$ cat src/rtl/button_pkg.sv
// Shared button definitions: FSM state type and default timing values
// used by button_event_gen and other button consumers.
package button_pkg;

    typedef enum logic [1:0] {
        IDLE,
        HELD,
        LONG
    } btn_state_t;

    // Defaults assume a 100 MHz clock and a 1 ms tick.
    localparam int unsigned DEF_TICK_DIV        = 100000;
    localparam int unsigned DEF_LONG_TICKS      = 1000;
    localparam int unsigned DEF_REP_START_TICKS = 500;
    localparam int unsigned DEF_REP_TICKS       = 100;
    localparam int unsigned DEF_TICK_W          = 17;
    localparam int unsigned DEF_HOLD_W          = 11;

endpackage

$ cat src/rtl/tick_prescaler.sv
// Mod-TICK_DIV free-running counter with synchronous clear.
// tick is high during the cycle whose closing edge wraps the count,
// so the counter clears and the tick is consumed on the same edge.
module tick_prescaler
    import button_pkg::*;
#(
    parameter int unsigned TICK_DIV = DEF_TICK_DIV,
    parameter int unsigned TICK_W   = DEF_TICK_W
) (
    input  logic clk,
    input  logic reset,
    input  logic clear,
    output logic tick
);

    localparam logic [TICK_W-1:0] LAST = TICK_W'(TICK_DIV - 1);

    logic [TICK_W-1:0] cnt;

    assign tick = (cnt == LAST) && !clear;

    // Count 0..TICK_DIV-1 and wrap; clear restarts the timebase at 0.
    always_ff @(posedge clk or posedge reset) begin
        if (reset) begin
            cnt <= '0;
        end else if (clear || cnt == LAST) begin
            cnt <= '0;
        end else begin
            cnt <= cnt + 1'b1;
        end
    end

endmodule

$ cat src/rtl/button_event_gen.sv
// Turns a debounced button level into one-cycle press / release /
// long-press (and optional auto-repeat) events plus a held level.
// Define AUTO_REPEAT_EN to build the auto-repeat counter; otherwise
// rep_pulse is tied low.
module button_event_gen
    import button_pkg::*;
#(
    parameter int unsigned TICK_DIV        = DEF_TICK_DIV,
    parameter int unsigned LONG_TICKS      = DEF_LONG_TICKS,
    parameter int unsigned REP_START_TICKS = DEF_REP_START_TICKS,
    parameter int unsigned REP_TICKS       = DEF_REP_TICKS,
    parameter int unsigned TICK_W          = DEF_TICK_W,
    parameter int unsigned HOLD_W          = DEF_HOLD_W
) (
    input  logic clk,
    input  logic reset,
    input  logic btn_level,
    output logic press_pulse,
    output logic release_pulse,
    output logic long_pulse,
    output logic rep_pulse,
    output logic held
);

    localparam logic [HOLD_W-1:0] LONG_LAST = HOLD_W'(LONG_TICKS - 1);
    localparam logic [HOLD_W-1:0] LONG_SAT  = HOLD_W'(LONG_TICKS);

    btn_state_t        state;
    logic              btn_q;
    logic [HOLD_W-1:0] hold_cnt;
    logic              tick;
    logic              rise;
    logic              fall;
    logic              long_hit;

    assign rise = btn_level && !btn_q;
    assign fall = !btn_level && btn_q;

    // The tick that takes the hold count to LONG_TICKS; a same-cycle
    // fall suppresses the long event in the FSM below.
    assign long_hit = (state == HELD) && tick && (hold_cnt == LONG_LAST);

    tick_prescaler #(
        .TICK_DIV (TICK_DIV),
        .TICK_W   (TICK_W)
    ) u_prescaler (
        .clk   (clk),
        .reset (reset),
        .clear (rise),
        .tick  (tick)
    );

    // Edge detect, hold counting and press/release/long event FSM.
    always_ff @(posedge clk or posedge reset) begin
        if (reset) begin
            state         <= IDLE;
            btn_q         <= 1'b0;
            hold_cnt      <= '0;
            press_pulse   <= 1'b0;
            release_pulse <= 1'b0;
            long_pulse    <= 1'b0;
            held          <= 1'b0;
        end else begin
            btn_q         <= btn_level;
            press_pulse   <= rise;
            release_pulse <= 1'b0;
            long_pulse    <= 1'b0;
            case (state)
                IDLE: begin
                    if (rise) begin
                        state    <= HELD;
                        hold_cnt <= '0;
                        held     <= 1'b1;
                    end
                end
                HELD: begin
                    if (fall) begin
                        state         <= IDLE;
                        release_pulse <= 1'b1;
                        held          <= 1'b0;
                    end else if (long_hit) begin
                        state      <= LONG;
                        hold_cnt   <= LONG_SAT;
                        long_pulse <= 1'b1;
                    end else if (tick) begin
                        hold_cnt <= hold_cnt + 1'b1;
                    end
                end
                LONG: begin
                    if (fall) begin
                        state         <= IDLE;
                        release_pulse <= 1'b1;
                        held          <= 1'b0;
                    end
                end
                default: begin
                    state <= IDLE;
                    held  <= 1'b0;
                end
            endcase
        end
    end

`ifdef AUTO_REPEAT_EN
    localparam logic [HOLD_W-1:0] REP_FIRST = HOLD_W'(REP_START_TICKS - 1);
    localparam logic [HOLD_W-1:0] REP_NEXT  = HOLD_W'(REP_TICKS - 1);

    logic [HOLD_W-1:0] rep_cnt;
    logic              rep_armed;
    logic              rep_due;

    assign rep_due = (state != IDLE) && tick &&
                     (rep_cnt == (rep_armed ? REP_NEXT : REP_FIRST));

    // Repeat schedule advances even when a due pulse is dropped by a
    // colliding release or long event, so later repeats keep their phase.
    always_ff @(posedge clk or posedge reset) begin
        if (reset) begin
            rep_cnt   <= '0;
            rep_armed <= 1'b0;
            rep_pulse <= 1'b0;
        end else begin
            rep_pulse <= rep_due && !fall && !long_hit;
            if (rise) begin
                rep_cnt   <= '0;
                rep_armed <= 1'b0;
            end else if (rep_due) begin
                rep_cnt   <= '0;
                rep_armed <= 1'b1;
            end else if (tick && state != IDLE) begin
                rep_cnt <= rep_cnt + 1'b1;
            end
        end
    end
`else
    assign rep_pulse = 1'b0;
`endif

endmodule

$ cat config.mk
export PLATFORM = sky130hd
export DESIGN_NAME = button_event_gen
export DESIGN_NICKNAME = d
export VERILOG_FILES = /design/src/rtl/button_pkg.sv /design/src/rtl/tick_prescaler.sv /design/src/rtl/button_event_gen.sv
export SDC_FILE = /design/constraint.sdc
export NUM_CORES = 1
export LEC_CHECK = 0
export ABC_AREA = 1
export BUFFER_PORTS_ARGS = -buffer_cell sky130_fd_sc_hd__buf_2
export CAP_MARGIN = 20
export CELL_PAD_IN_SITES_DETAIL_PLACEMENT = 1
export CELL_PAD_IN_SITES_GLOBAL_PLACEMENT = 2
export CORE_MARGIN = 2
export CORE_UTILIZATION = 30
export DETAILED_ROUTE_END_ITERATION = 12
export PLACE_DENSITY = 0.61
export SLEW_MARGIN = 20
export SYNTH_ARGS = -nofsm -noshare
export SYNTH_HDL_FRONTEND = slang
export SYNTH_SLANG_ARGS = --single-unit
$ cat constraint.sdc
create_clock -name clk -period 5.3 [get_ports clk]
set_clock_uncertainty 0.2 [all_clocks]
set_input_delay 1.06 -clock clk [delete_from_list [all_inputs] [get_ports clk]]
set_output_delay 1.06 -clock clk [all_outputs]
set_load 0.01 [all_outputs]
======== After elaboration in Yosys (flattened, before gate mapping) ========
Cells that the tools add are included.
word-level totals
  register bits after elaboration ......... 35
  output and inout port bits .............. 5
  logic and storage cells ................. 54
operators by class
  $add $sub $neg .......................... 2
  eq/ne operators ......................... 10
  muxes and demuxes ....................... 19
  reductions and logical operators ........ 15
operators by type and width
  cell                     number
  $mux W11                 4
  $pmux W11 S2             1
  $add A17 B1 Y17 const B  1
  $eq A17 B17 Y1 const B   1
  $mux W17                 1
  $add A11 B1 Y11 const B  1
  $eq A11 B10 Y1 const B   1
  $mux W2                  4
  $mux W1                  7
  $ne A2 B2 Y1 const B     3
  $ne A3 B3 Y1 const B     2
  $pmux W2 S3              1
  $logic_and A1 B1 Y1      5
  $reduce_and A4 Y1        1
  $logic_not A1 Y1         3
  $reduce_and A3 Y1        1
  $eq A2 B1 Y1 const B     1
  $eq A2 B2 Y1 const B     1
  $logic_not A2 Y1         1
  $ne A2 B1 Y1 const B     1
  $pmux W1 S2              1
  $reduce_and A2 Y1        1
  $reduce_bool A2 Y1       1
  $reduce_or A2 Y1         1
  $logic_or A1 B1 Y1       1

======== Longest topological paths before layout ========
Gate-level depths: netlist of the first run.
  depth after elaboration ................. 9
  gate-level depth with buffers ........... 11

======== Hierarchy ========
Synthesis of the first run repeated with hierarchy kept, for this count alone.
second synthesis, totals
  cell total of the unflattened synthesis .. 256
  area, all modules ....................... 2053.2 µm²
by module, submodules not included
  module            instances  cells each  area an instance (µm²)
  tick_prescaler    1          132         1032.2
  button_event_gen  1          124         1021.0

======== Worst setup path after synthesis of the first run ========
Ideal clock, no wire load.
  kind .................................... input -> register
  start point ............................. input btn_level
  end point ............................... register hold_cnt[4]
  arrival ................................. 1916 ps
  data required time ...................... 4982 ps
  setup slack ............................. 3066 ps
  stages .................................. 8
  cells stage by stage .................... inv_1 -> nor2_4 -> inv_2 -> a22oi_2 -> nand2_2 -> buf_6 -> nand2_1 -> o21ai_2
on the way
  cells in the longest elaborated chain, start to end .. 8
  elaborated cells between the ends (all ways) .. 14
RTL lines
  what                              line                    RTL
  start: declaration                button_event_gen.sv:17  input logic btn_level,
  $logic_and A1 B1 Y1 (*)           button_event_gen.sv:36  assign rise = btn_level && !btn_q;
  via rise                          button_event_gen.sv:32  logic rise;
  $logic_not A1 Y1                  tick_prescaler.sv:20    assign tick = (cnt == LAST) && !clear;
  $logic_and A1 B1 Y1               tick_prescaler.sv:20
  $logic_and A1 B1 Y1 (2 in a row)  button_event_gen.sv:41  assign long_hit = (state == HELD) && tick && (hold_cnt == LONG_LAST);
  $mux W11                          button_event_gen.sv:81  end else if (long_hit) begin
  $mux W11                          button_event_gen.sv:77  if (fall) begin
  $pmux W11 S2                      button_event_gen.sv:68  case (state)
  end signal: assignment            button_event_gen.sv:86  hold_cnt <= hold_cnt + 1'b1;
  end: declaration                  button_event_gen.sv:30  logic [HOLD_W-1:0] hold_cnt;
The timed path passes the listed nets; every way through them passes the cells marked *. The select of a mux whose other input is x is not followed.
A chain may end at the register's enable or synchronous reset.

======== Final worst setup path of the first run ========
Ends and elaborated chain as after synthesis.

==> results.tsv, run 1 <==
stage	metric	value	unit
global_routing	grt_max_degree	36	
sta	clock.fmax	0.4643	GHz
power	clockPowerShare	30.4	%
global_routing	grt_pass1_vias	1563	
worst_setup_path	path_delay_family	simple AND/OR/NAND/NOR gates	
floorplan	ioPinCount	8	
detailed_routing	wl_per_cell	12.99	um
sta	setup_viol	0	
worst_setup_path	worstPathMaxFanout	12	
detailed_routing	vias	1451	
sta	setup_tns	0	ps
synthesis	synthTopCellsByArea	dfrtp_1 45%, nand2_1 9.7%, inv_1 5.6%	
worst_setup_path	path_cells	buf_2 > inv_1 > nor2_4 > inv_2 > a22oi_2 > nand2_2 > nand2_1 > o21ai_2	
worst_setup_path	crit_required	5280	ps
sta	rsz0062_at_grt	no	
power	ir_drop	0.1073	mV
clock_tree	cts_buffers	5	
clock_tree	clk_latency	290	ps
layout	drive_gt1_share	17.48	%
detailed_routing	route.detailed.drc	0	
worst_setup_path	arrival	2130	ps
sta	fin_ws	3146	ps
synthesis	syn-mean-instance-area	8.274	um^2
clock_tree	clock_path_buffers	2	
job	cap_viol_max_count	0	
synthesis	async_reset_ff_share	100.0	%
sta	min_period	2154	ps
layout	synthToLayoutAreaGrowth	10.17	%
worst_setup_path	critPathLaunchType	input port	
clock_tree	cts_root_buf	clkbuf_8	
synthesis	synth-main-ff-cell	dfrtp_1	
synthesis	yosys.area.top_type	dfrtp_1	
power	p_sw_share	32.88	%
global_routing	antenna_found_initial	0	
synthesis	ys_seq_area_share	45.05	%
detailed_routing	wl	4.196	mm
worst_setup_path	cpMaxStageDelayCell	a22oi_2	
placement	gp_congestion	0.6926	
clock_tree	cts_tree	built	
synthesis	syn-cell-area	0.001944	mm^2
layout	final_nets	254	
floorplan	dieArea	0.007141	mm^2
synthesis	syn_nets	243	
worst_setup_path	cp.buffers_inverters	3	
power	power_switching	216.7	uW
synthesis	yosysTopAreaCellShare	45.05	%
power	power_density	307.8	mW/mm^2
detailed_routing	ant_nets	0	
detailed_routing	detail_route.vias_per_cell	4.492	
power	pwr-share-seq	47.4	%
worst_setup_path	slowest_delay	260	ps
floorplan	die_height	84.51	um
detailed_routing	dr.first_iter.drc_count	85	
min_path	min_path_type	flop to flop	
worst_setup_path	endpoint_kind	flop	
global_routing	grt_use_total	13.31	%
synthesis	synthCells	235	
placement	io_buffers	6	
placement	place_ws	2795	ps
floorplan	start_util	30.80	%
global_routing	grt_pass1_wl	7.410	mm
synthesis	ys_warn_count	0	
layout	fill_cells	790	
layout	antenna_cells	0	
floorplan	dieWidth	84.51	um
placement	hpwlAfterDp	3.112	mm
synthesis	ys_types	33	
floorplan	coreArea	0.006314	mm^2
clock_tree	post_cts_buffers	0	
sta	finalHoldViolCount	0	
power	internal-power	442.5	uW
power	p_leak	0.8826	nW
clock_tree	ctsResizeCount	0	
detailed_routing	firstDrtPassIters	4	
clock_tree	clk_pin_slew	70	ps
worst_setup_path	critical_path_class	input port to flop	
placement	placed_area	0.002054	mm^2
clock_tree	cts_sinks	35	
sta	maxSlewViolCount	0	
layout	fin_area	0.002142	mm^2
synthesis	synth-edff-count	0	
sta	finalCritPeriodShare	40.63	%
synthesis	ys_ff_latch	35	
worst_setup_path	regToRegSetupSlack	3330	ps
global_routing	grt-ovfl-total	0	
clock_tree	h-tree-depth	2	
floorplan	rows	29	
clock_tree	ctsHoldBuffers	0	
power	p_comb_share	22.3	%
run_status	outcome	complete, no violations	
-- layer usage --
layer  up-vias  routed length [um]  part of all wire (%)  track usage, %
li1        765                   -                     -               -
met1       673                2119                    51           17.33
met2         8                1917                    46           21.33
met3         5                  85                   2.0           3.245
met4         0                  74                   1.8           5.195
met5         -                   0                     0               0
-- placed cells by master, fill, tap and decap left out --
| master | netlist | routed |
|---|---|---|
| nor3_2 | 2 | 2 |
| o21ai_2 | 2 | 2 |
| nor3_1 | 8 | 8 |
| o21bai_1 | 1 | 1 |
| o21a_1 | 2 | 2 |
| conb_1 | 1 | 1 |
| o22ai_1 | 1 | 1 |
| xnor2_1 | 2 | 2 |
| or2_0 | 1 | 1 |
| buf_4 | 1 | 1 |
| a31o_2 | 1 | 1 |
| nand4_1 | 1 | 1 |
| nor2_1 | 27 | 27 |
| o21ai_1 | 10 | 10 |
| a21oi_1 | 5 | 5 |
| nand3_2 | 4 | 4 |
| nand4_2 | 1 | 1 |
| nand2_2 | 3 | 3 |
| nand3_1 | 10 | 10 |
| inv_2 | 2 | 2 |
| nor2_2 | 9 | 9 |
| buf_2 | 1 | 6 |
| nand2_1 | 50 | 50 |
| o21ai_0 | 3 | 3 |
| a22oi_2 | 1 | 1 |
| clkbuf_8 | 0 | 6 |
| inv_1 | 29 | 29 |
| nor3b_1 | 4 | 4 |
| nor3b_2 | 2 | 2 |
| nor2_4 | 2 | 2 |
| clkinv_2 | 0 | 1 |
| ha_1 | 5 | 5 |
| dfrtp_1 | 35 | 35 |
| xor2_1 | 8 | 8 |
-- cell families (layout without fill, tap and decap cells) --
kind of cell / count (synthesis) / in the layout / share of synthesized area, %
adders and majority gates: 5 / 5 / 3.218
DFF: 35 / 35 / 45.05
AOI/OAI and AO/OA: 26 / 26 / 8.108
and+or+nand+nor: 124 / 124 / 31.73
xor gates and xnor gates: 10 / 10 / 4.505
buffers and inverters: 34 / 45 / 7.207
other: 1 / 1 / 0.1929
-- registers in the layout (all words and copies together), names as in the netlist --
name	flops
hold_cnt	11
release_pulse	1
held	1
u_prescaler.cnt	17
press_pulse	1
long_pulse	1
state	2
btn_q	1
-- layout make-up --
cell class / instances / area (um^2) / area share [%]
multi-input cells: 166 / 928.4 / 43.34
flip-flops and latches: 35 / 875.8 / 40.89
inverters: 31 / 116.4 / 5.432
well taps: 77 / 96.34 / 4.498
clock buffers: 6 / 82.58 / 3.855
repair buffers: 7 / 37.54 / 1.752
clock inverters: 1 / 5.005 / 0.2336
-- power by group through the flow --
| stage | Clock [mW] | Sequential [mW] | Combinational [mW] |
|---|---|---|---|
| after floorplan | 0 | 0.315 | 0.121 |
| after global placement | 0 | 0.316 | 0.151 |
| after detailed placement | 0 | 0.317 | 0.151 |
| after CTS | 0.211 | 0.312 | 0.151 |
| after global routing | 0.223 | 0.316 | 0.168 |
| final | 0.200 | 0.312 | 0.147 |
-- synthesized netlist by cell type (2+ instances only) --
library cell	n
nor3_1	8
nor2_2	9
nor3b_2	2
xor2_1	8
a21oi_1	5
nor3_2	2
o21ai_0	3
dfrtp_1	35
nand2_1	50
o21ai_2	2
nor3b_1	4
xnor2_1	2
ha_1	5
nand3_1	10
inv_2	2
o21a_1	2
nor2_4	2
nor2_1	27
nand2_2	3
inv_1	29
nand3_2	4
o21ai_1	10
-- metrics by stage --
stage	util, %	instances	hold slack, ps	power [mW]
6_report	33.93	323	287.4	0.6593
5_1_grt	33.93	323	331.8	0.7074
4_1_cts	33.93	323	296.8	0.6738
3_5_place_dp	32.54	316	286.8	0.4678
3_3_place_gp	32.54	316	277.3	0.4669
2_1_floorplan	-	235	253.5	0.4356
-- path summary, 6_finish.rpt --
check                                             start                      endpoint  depth (start not counted)
max in group asynchronous                         reset  u_prescaler.cnt[6]$_DFF_PP0_                          3
min                        u_prescaler.cnt[0]$_DFF_PP0_  u_prescaler.cnt[0]$_DFF_PP0_                          1
max                                           btn_level       hold_cnt[4]$_DFFE_PP0P_                          8
max reg2reg                        state[1]$_DFFE_PP0P_       hold_cnt[4]$_DFFE_PP0P_                          7
min in group asynchronous                         reset       release_pulse$_DFF_PP0_                          3
min reg2reg                u_prescaler.cnt[0]$_DFF_PP0_  u_prescaler.cnt[0]$_DFF_PP0_                          1
No activity file was read; power rests on OpenSTA's default activity.
==> run 2, diff against run 1 <==
--- a/config.mk
+++ b/config.mk
@@ -5,7 +5,7 @@
 export SDC_FILE = /design/constraint.sdc
 export NUM_CORES = 1
 export LEC_CHECK = 0
-export ABC_AREA = 1
+export ABC_AREA = 0
 export BUFFER_PORTS_ARGS = -buffer_cell sky130_fd_sc_hd__buf_2
 export CAP_MARGIN = 20
 export CELL_PAD_IN_SITES_DETAIL_PLACEMENT = 1
@@ -13,7 +13,7 @@
 export CORE_MARGIN = 2
 export CORE_UTILIZATION = 30
 export DETAILED_ROUTE_END_ITERATION = 12
-export PLACE_DENSITY = 0.61
+export PLACE_DENSITY = 0.59
 export SLEW_MARGIN = 20
 export SYNTH_ARGS = -nofsm -noshare
 export SYNTH_HDL_FRONTEND = slang
==> constraint.sdc (replaced) <==
create_clock -name clk -period 2.2 [get_ports clk]
set_clock_uncertainty 0.2 [all_clocks]
set_input_delay 0.44 -clock clk [delete_from_list [all_inputs] [get_ports clk]]
set_output_delay 0.44 -clock clk [all_outputs]
set_load 0.01 [all_outputs]
==> run 2 against run 1 <==
  * Synthesized cell count is 15% lower
  * Hold slack worse by 230 ps
  * Combinational power grew to 3.1 times the previous value
  * Die area is 2.1% lower
  * Critical path depth is 2 lower
  * Register-to-register slack worse by 3200 ps
  * Critical endpoint is now state[1]$_DFFE_PP0P_
  * Largest power group unchanged
==> results.tsv, run 2 <==
stage	metric	value	unit	change
worst_setup_path	slowest_delay	580	ps	was 260 ps
floorplan	rows	28		was 29
power	p_leak	1.034	nW	was 0.8826 nW
detailed_routing	firstDrtPassIters	4		unchanged
layout	synthToLayoutAreaGrowth	17.91	%	was 10.17%
synthesis	ys_ff_latch	35		unchanged
floorplan	coreArea	0.006026	mm^2	was 0.006314 mm^2
worst_setup_path	critical_path_class	flop to flop		was input port to flop
layout	final_nets	235		was 254
worst_setup_path	path_delay_family	simple AND/OR/NAND/NOR gates		unchanged
detailed_routing	detail_route.vias_per_cell	5.165		was 4.492
synthesis	yosys.area.top_type	dfrtp_1		unchanged
placement	gp_congestion	0.7614		was 0.6926
global_routing	grt-ovfl-total	0		unchanged
layout	multi_input_area	959.7	um^2	was 928.4 um^2
power	power_density	749.2	mW/mm^2	was 307.8 mW/mm^2
clock_tree	ctsHoldBuffers	0		unchanged
global_routing	grt_max_degree	36		unchanged
detailed_routing	route.detailed.drc	0		unchanged
layout	mostFrequentLayoutCells	34 x dfrtp_1, 23 x nor2_1, 23 x buf_4, 19 x nand2_1, 15 x nand3_1		was 50 x nand2_1, 35 x dfrtp_1, 29 x inv_1, 27 x nor2_1
layout	fill_cells	705		was 790
synthesis	ys_seq_area_share	46.08	%	was 45.05%
synthesis	synth_common_cells	35 x dfrtp_1, 23 x nor2_1, 19 x nand2_1		was 50 x nand2_1, 35 x dfrtp_1, 29 x inv_1
synthesis	ys_types	45		was 33
detailed_routing	ant_nets	0		unchanged
layout	reg_top3	u_prescaler.cnt x17, hold_cnt x11, state x2		unchanged
worst_setup_path	cpMaxStageDelayCell	or4_4		was a22oi_2
layout	top_register	u_prescaler.cnt		unchanged
sta	fin_ws	109.1	ps	was 3146 ps
detailed_routing	met3_length	93	um	was 85 um
clock_tree	clk_pin_slew	70	ps	about the same
global_routing	grt_pass1_vias	1706		was 1563
placement	place_ws	64.49	ps	was 2795 ps
clock_tree	cts_root_buf	clkbuf_8		unchanged
synthesis	syn-mean-instance-area	9.551	um^2	was 8.274 um^2
sta	rsz0062_at_grt	no		unchanged
sta	finalCritPeriodShare	95.04	%	
worst_setup_path	endpoint_kind	flop		unchanged
clock_tree	post_cts_buffers	0		unchanged
floorplan	start_util	31.54	%	was 30.80%
min_path	min_path_type	input port to asynchronous set/reset pin		was flop to flop
global_routing	grt_pass1_wl	8.300	mm	was 7.410 mm
job	cap_viol_max_count	0		unchanged
worst_setup_path	critPathLaunchType	flop		was input port
floorplan	ioPinCount	8		unchanged
worst_setup_path	cp.buffers_inverters	0		was 3
sta	setup_viol	0		unchanged
global_routing	antenna_found_initial	0		unchanged
layout	layout_commonest_cell	dfrtp_1		was nand2_1
worst_setup_path	worstPathMaxFanout	4		was 12
clock_tree	clock_path_buffers	2		unchanged
synthesis	yosysTopAreaCellShare	46.08	%	was 45.05%
clock_tree	h-tree-depth	2		unchanged
detailed_routing	wl	4.716	mm	was 4.196 mm
floorplan	die_height	83.60	um	was 84.51 um
detailed_routing	vias	1565		was 1451
synthesis	synthTopCellsByArea	dfrtp_1 46%, nor2_1 4.5%, xor2_1 4.1%		was dfrtp_1 45%, nand2_1 9.7%, inv_1 5.6%
synthesis	ys_warn_count	0		unchanged
placement	io_buffers	6		unchanged
synthesis	synthCells	199		was 235
sta	finalHoldViolCount	0		unchanged
synthesis	async_reset_ff_share	100.0	%	unchanged
clock_tree	cts_buffers	5		unchanged
synthesis	yosysMostFrequentCell	dfrtp_1		was nand2_1
detailed_routing	routed.top_layer	met4		unchanged
clock_tree	cts_sinks	35		unchanged
layout	antenna_cells	0		unchanged
layout	largest_register_ffs	17		unchanged
layout	final-seq-area	877.1	um^2	was 875.8 um^2
detailed_routing	wl_per_cell	15.56	um	was 12.99 um
detailed_routing	wl_met2	2.127	mm	was 1.917 mm
worst_setup_path	arrival	2100	ps	was 2130 ps
clock_tree	cts_tree	built		unchanged
worst_setup_path	crit_required	2210	ps	was 5280 ps
sta	setup_tns	0	ps	unchanged
layout	drive_gt1_share	21.49	%	was 17.48%
detailed_routing	dr.first_iter.drc_count	35		was 85
power	ir_drop	0.4067	mV	was 0.1073 mV
floorplan	dieWidth	83.60	um	was 84.51 um
sta	maxSlewViolCount	0		unchanged
sta	clock.fmax	0.4783	GHz	
synthesis	synth-edff-count	0		unchanged
synthesis	syn_nets	207		was 243
clock_tree	ctsResizeCount	0		unchanged
detailed_routing	wl_met1	2.448	mm	was 2.119 mm
floorplan	dieArea	0.006988	mm^2	was 0.007141 mm^2
placement	hpwlAfterDp	3.536	mm	was 3.112 mm
synthesis	syn-cell-area	0.001901	mm^2	was 0.001944 mm^2
sta	min_period	2091	ps	
clock_tree	clk_latency	280	ps	was 290 ps
worst_setup_path	path_cells	ha_1 > and4_2 > nand4_1 > or4_4 > nand2b_4 > a22oi_2		was buf_2 > inv_1 > nor2_4 > inv_2 > a22oi_2 > nand2_2 > nand2_1 > o21ai_2
global_routing	grt_use_total	14.64	%	was 13.31%
synthesis	synth-main-ff-cell	dfrtp_1		unchanged
run_status	outcome	complete, no violations		unchanged
==> run 2: changes by cell type after synthesis, moves of 4 or more <==
| cell | before | now |
|---|---|---|
| and3_1 | 0 | 6 |
| inv_1 | 29 | 5 |
| nand2_1 | 50 | 19 |
| nand3_1 | 10 | 15 |
| nand3_2 | 4 | 0 |
| nand4_1 | 1 | 9 |
| nor2_1 | 27 | 23 |
| nor2_2 | 9 | 0 |
| nor3_1 | 8 | 3 |
| nor3b_1 | 4 | 0 |
| or3_1 | 0 | 4 |
==> run 2: cell type report <==
cell class | count | share of cell area (%)
clock buffer | 7 | 3.406
sequential | 35 | 39.14
tap | 75 | 4.188
clock inverter | 1 | 0.2233
timing repair buffer | 29 | 9.045
inverter | 7 | 1.173
multi-input combinational | 149 | 42.83
==> run 2: final timing paths <==
| kind | start | slack (ps) | cells after the start | endpoint |
|---|---|---|---|---|
| max in group asynchronous | reset | 1390 | 3 | hold_cnt[0]$_DFFE_PP0P_ |
| min in group clk | btn_level | 110 | 1 | btn_q$_DFF_PP0_ |
| min reg2reg | hold_cnt[9]$_DFFE_PP0P_ | 330 | 2 | hold_cnt[9]$_DFFE_PP0P_ |
| max reg2reg | u_prescaler.cnt[1]$_DFF_PP0_ | 110 | 6 | state[1]$_DFFE_PP0P_ |
| min | reset | 60 | 3 | hold_cnt[6]$_DFFE_PP0P_ |
| max | u_prescaler.cnt[1]$_DFF_PP0_ | 110 | 6 | state[1]$_DFFE_PP0P_ |
==> run 2: where the power goes <==
group	internal (mW)	total, mW	leakage, nW	switching, mW
registers	0.709	0.775	0.474	0.0661
logic	0.189	0.453	0.517	0.264
clock network	0.222	0.451	0.0422	0.229
==> run 2: worst min-delay path: cells and delay by family <==
kind | cells | cell delay, ps
buf+inv | 3 | 540
==> run 2: cell families (layout without fill, tap and decap cells) <==
kind of cell / after synthesis / count (layout) / synth area share, %
and+or+nand+nor: 100 / 100 / 30.28
DFF: 35 / 35 / 46.08
AOI/OAI and AO/OA: 30 / 30 / 10.34
buffers and inverters: 15 / 44 / 3.819
xor gates and xnor gates: 13 / 13 / 5.991
adders and majority gates: 5 / 5 / 3.292
other: 1 / 1 / 0.1973
==> run 2: per-stage QoR <==
step | instance area, um^2 | total power, mW | cells | utilization [%] | hold WS [ps]
5_1_grt | 2241 | 1.805 | 303 | 37.19 | 91.12
6_report | 2241 | 1.679 | 303 | 37.19 | 55.17
4_1_cts | 2232 | 1.715 | 303 | 37.04 | 75.87
2_1_floorplan | 1901 | 1.069 | 199 | - | 254.7
3_3_place_gp | 2151 | 1.226 | 295 | 35.69 | 293.4
3_5_place_dp | 2151 | 1.246 | 295 | 35.69 | 306.2
==> run 2: routing by layer <==
metal / track usage (%) / vias to the layer above
met5: 0 / -
met1: 19.95 / 782
met3: 3.066 / 5
li1: - / 765
met4: 3.519 / 0
met2: 23.78 / 13
==> run 3, diff against run 2 <==
--- a/config.mk
+++ b/config.mk
@@ -8,12 +8,12 @@
 export ABC_AREA = 0
 export BUFFER_PORTS_ARGS = -buffer_cell sky130_fd_sc_hd__buf_2
 export CAP_MARGIN = 20
-export CELL_PAD_IN_SITES_DETAIL_PLACEMENT = 1
-export CELL_PAD_IN_SITES_GLOBAL_PLACEMENT = 2
+export CELL_PAD_IN_SITES_DETAIL_PLACEMENT = 0
+export CELL_PAD_IN_SITES_GLOBAL_PLACEMENT = 1
 export CORE_MARGIN = 2
 export CORE_UTILIZATION = 30
 export DETAILED_ROUTE_END_ITERATION = 12
-export PLACE_DENSITY = 0.59
+export PLACE_DENSITY = 0.5
 export SLEW_MARGIN = 20
 export SYNTH_ARGS = -nofsm -noshare
 export SYNTH_HDL_FRONTEND = slang
==> run 3 against run 2 <==
  * Critical path type unchanged
  * Maximum frequency shrank 0.37%
  * Utilization increased by 0.062 points
  * Combinational power up 2%
  * Global-route usage down 1.5 points
  * Die area stayed put
  * Final area up 0.17%
  * Clock-buffer cell count decreased by 1
  * Sequential share of layout area down 0.12 points
  * Hold slack worse by 12 ps
  * Largest cell class unchanged
  * Clock power is 6.2% higher
  * Sequential power shrank 0.8%
  * Via count shrank 2.4%
==> results.tsv, run 3 (synthesis gave the netlist of run 2 again) <==
stage	metric	value	unit	change
clock_tree	clock_path_buffers	2		unchanged
worst_setup_path	worstPathMaxFanout	5		was 4
floorplan	coreArea	0.006026	mm^2	unchanged
clock_tree	clk_latency	290	ps	was 280 ps
worst_setup_path	critical_path_class	flop to flop		unchanged
power	p_leak	1.039	nW	was 1.034 nW
run_status	outcome	complete, no violations		unchanged
worst_setup_path	slowest_delay	580	ps	about the same
layout	largest_register_ffs	17		unchanged
placement	gp_congestion	0.7597		was 0.7614
worst_setup_path	reg2reg_from	u_prescaler.cnt[14]$_DFF_PP0_		was u_prescaler.cnt[1]$_DFF_PP0_
worst_setup_path	critPathLaunchType	flop		unchanged
worst_setup_path	crit_required	2160	ps	was 2210 ps
floorplan	start_util	31.54	%	unchanged
sta	maxSlewViolCount	0		unchanged
clock_tree	clk_pin_slew	70	ps	about the same
detailed_routing	vias	1528		was 1565
sta	clock.fmax	0.4765	GHz	was 0.4783 GHz
layout	reg_top3	u_prescaler.cnt x17, hold_cnt x11, state x2		unchanged
placement	placed_area	0.002133	mm^2	was 0.002151 mm^2
worst_setup_path	path_cells	nor4bb_1 > nand4_1 > or4_4 > nand4_1 > o211ai_1		was ha_1 > and4_2 > nand4_1 > or4_4 > nand2b_4 > a22oi_2
detailed_routing	wl	4.301	mm	was 4.716 mm
worst_setup_path	cpMaxStageDelayCell	or4_4		unchanged
layout	layout_commonest_cell	dfrtp_1		unchanged
sta	finalHoldViolCount	0		unchanged
worst_setup_path	path_delay_family	simple AND/OR/NAND/NOR gates		unchanged
layout	top_register	u_prescaler.cnt		unchanged
sta	fin_ws	101.3	ps	was 109.1 ps
clock_tree	ctsHoldBuffers	0		unchanged
sta	min_period	2099	ps	was 2091 ps
worst_setup_path	endpoint_kind	flop		unchanged
worst_setup_path	cp.buffers_inverters	0		unchanged
floorplan	rows	28		unchanged
sta	setup_tns	0	ps	unchanged
layout	mostFrequentLayoutCells	35 x dfrtp_1, 23 x nor2_1, 21 x buf_4, 19 x nand2_1, 15 x nand3_1		was 34 x dfrtp_1, 23 x nor2_1, 23 x buf_4, 19 x nand2_1, 15 x nand3_1
global_routing	grt_pass1_vias	1516		was 1706
placement	place_ws	43.79	ps	was 64.49 ps
layout	synthToLayoutAreaGrowth	18.10	%	was 17.91%
floorplan	ioPinCount	8		unchanged
clock_tree	cts_buffers	5		unchanged
floorplan	die_height	83.60	um	unchanged
layout	fin_area	0.002245	mm^2	was 0.002241 mm^2
layout	final_nets	234		was 235
floorplan	dieArea	0.006988	mm^2	unchanged
sta	rsz0062_at_grt	no		unchanged
global_routing	grt_max_degree	36		unchanged
clock_tree	h-tree-depth	2		unchanged
detailed_routing	ant_nets	0		unchanged
detailed_routing	route.detailed.drc	0		unchanged
power	power	1.710	mW	was 1.679 mW
worst_setup_path	cp_common_cell	nand4_1		
placement	hpwlAfterDp	3.060	mm	was 3.536 mm
power	power_density	761.8	mW/mm^2	was 749.2 mW/mm^2
worst_setup_path	crit_start	u_prescaler.cnt[14]$_DFF_PP0_		was u_prescaler.cnt[1]$_DFF_PP0_
floorplan	dieWidth	83.60	um	unchanged
min_path	min_path_type	input port to asynchronous set/reset pin		unchanged
power	ir_drop	0.3613	mV	was 0.4067 mV
sta	setup_viol	0		unchanged
clock_tree	cts_tree	built		unchanged
detailed_routing	detail_route.vias_per_cell	5.076		was 5.165
layout	antenna_cells	0		unchanged
global_routing	grt_use_total	13.13	%	was 14.64%
sta	finalCritPeriodShare	95.40	%	was 95.04%
clock_tree	cts_sinks	35		unchanged
detailed_routing	firstDrtPassIters	4		unchanged
global_routing	grt-ovfl-total	0		unchanged
placement	io_buffers	6		unchanged
layout	final_core_util	37.25	%	was 37.19%
clock_tree	cts_root_buf	clkbuf_8		unchanged
job	cap_viol_max_count	0		unchanged
worst_setup_path	arrival	2060	ps	was 2100 ps
detailed_routing	wl_per_cell	14.29	um	was 15.56 um
global_routing	grt_pass1_wl	7.334	mm	was 8.300 mm
global_routing	antenna_found_initial	0		unchanged
detailed_routing	dr.first_iter.drc_count	87		was 35
layout	drive_gt1_share	20.80	%	was 21.49%
run 3: worst paths after layout:
kind,depth (start not counted),slack (ps),to
setup / recovery,5,100,state[0]$_DFFE_PP0P_
hold / removal,3,40,hold_cnt[8]$_DFFE_PP0P_
setup reg to reg,5,100,state[0]$_DFFE_PP0P_
hold reg to reg,2,310,hold_cnt[9]$_DFFE_PP0P_
max in group asynchronous,3,1420,state[0]$_DFFE_PP0P_
min in group clk,1,90,btn_q$_DFF_PP0_
run 3: layout make-up:
| cell class | count | area (um^2) |
|---|---|---|
| Clock inverter | 1 | 5.005 |
| Timing Repair Buffer | 28 | 207.7 |
| Sequential cell | 35 | 875.8 |
| Fill cell | 618 | 3781 |
| Inverter | 7 | 26.28 |
| Tap cell | 75 | 93.84 |
| Clock buffer | 6 | 82.58 |
| Multi-Input combinational cell | 149 | 953.4 |
run 3: power breakdown:
group / switching [mW] / internal, mW
clock network: 0.233 / 0.246
registers: 0.0620 / 0.707
logic: 0.269 / 0.193
run 3: metrics by stage:
| step | instances | hold WS (ps) |
|---|---|---|
| after floorplan | 199 | 254.7 |
| after global placement | 291 | 269.3 |
| after detailed placement | 291 | 276.6 |
| after CTS | 298 | 74.34 |
| after global routing | 301 | 85.07 |
| final | 301 | 43.45 |
run 3: layer usage:
layer	part of all wire [%]	up-vias	GRT usage, %	wire (um)
li1	-	760	-	-
met1	52	737	18.55	2256
met2	42	25	19.49	1827
met3	3.6	6	3.363	154
met4	1.5	0	4.399	63
met5	0	-	0	0
run 3: timing repair:
item | CTS | global route
gates resized for setup | 0 | 1
setup endpoints to repair | 0 | 4
setup buffers | 0 | 3
run 3: worst register-to-register path: stages (launching register included):
cell      delay, ps
dfrtp_1         430
nor4bb_1        340
nand4_1         200
or4_4           580
nand4_1         120
o211ai_1        100
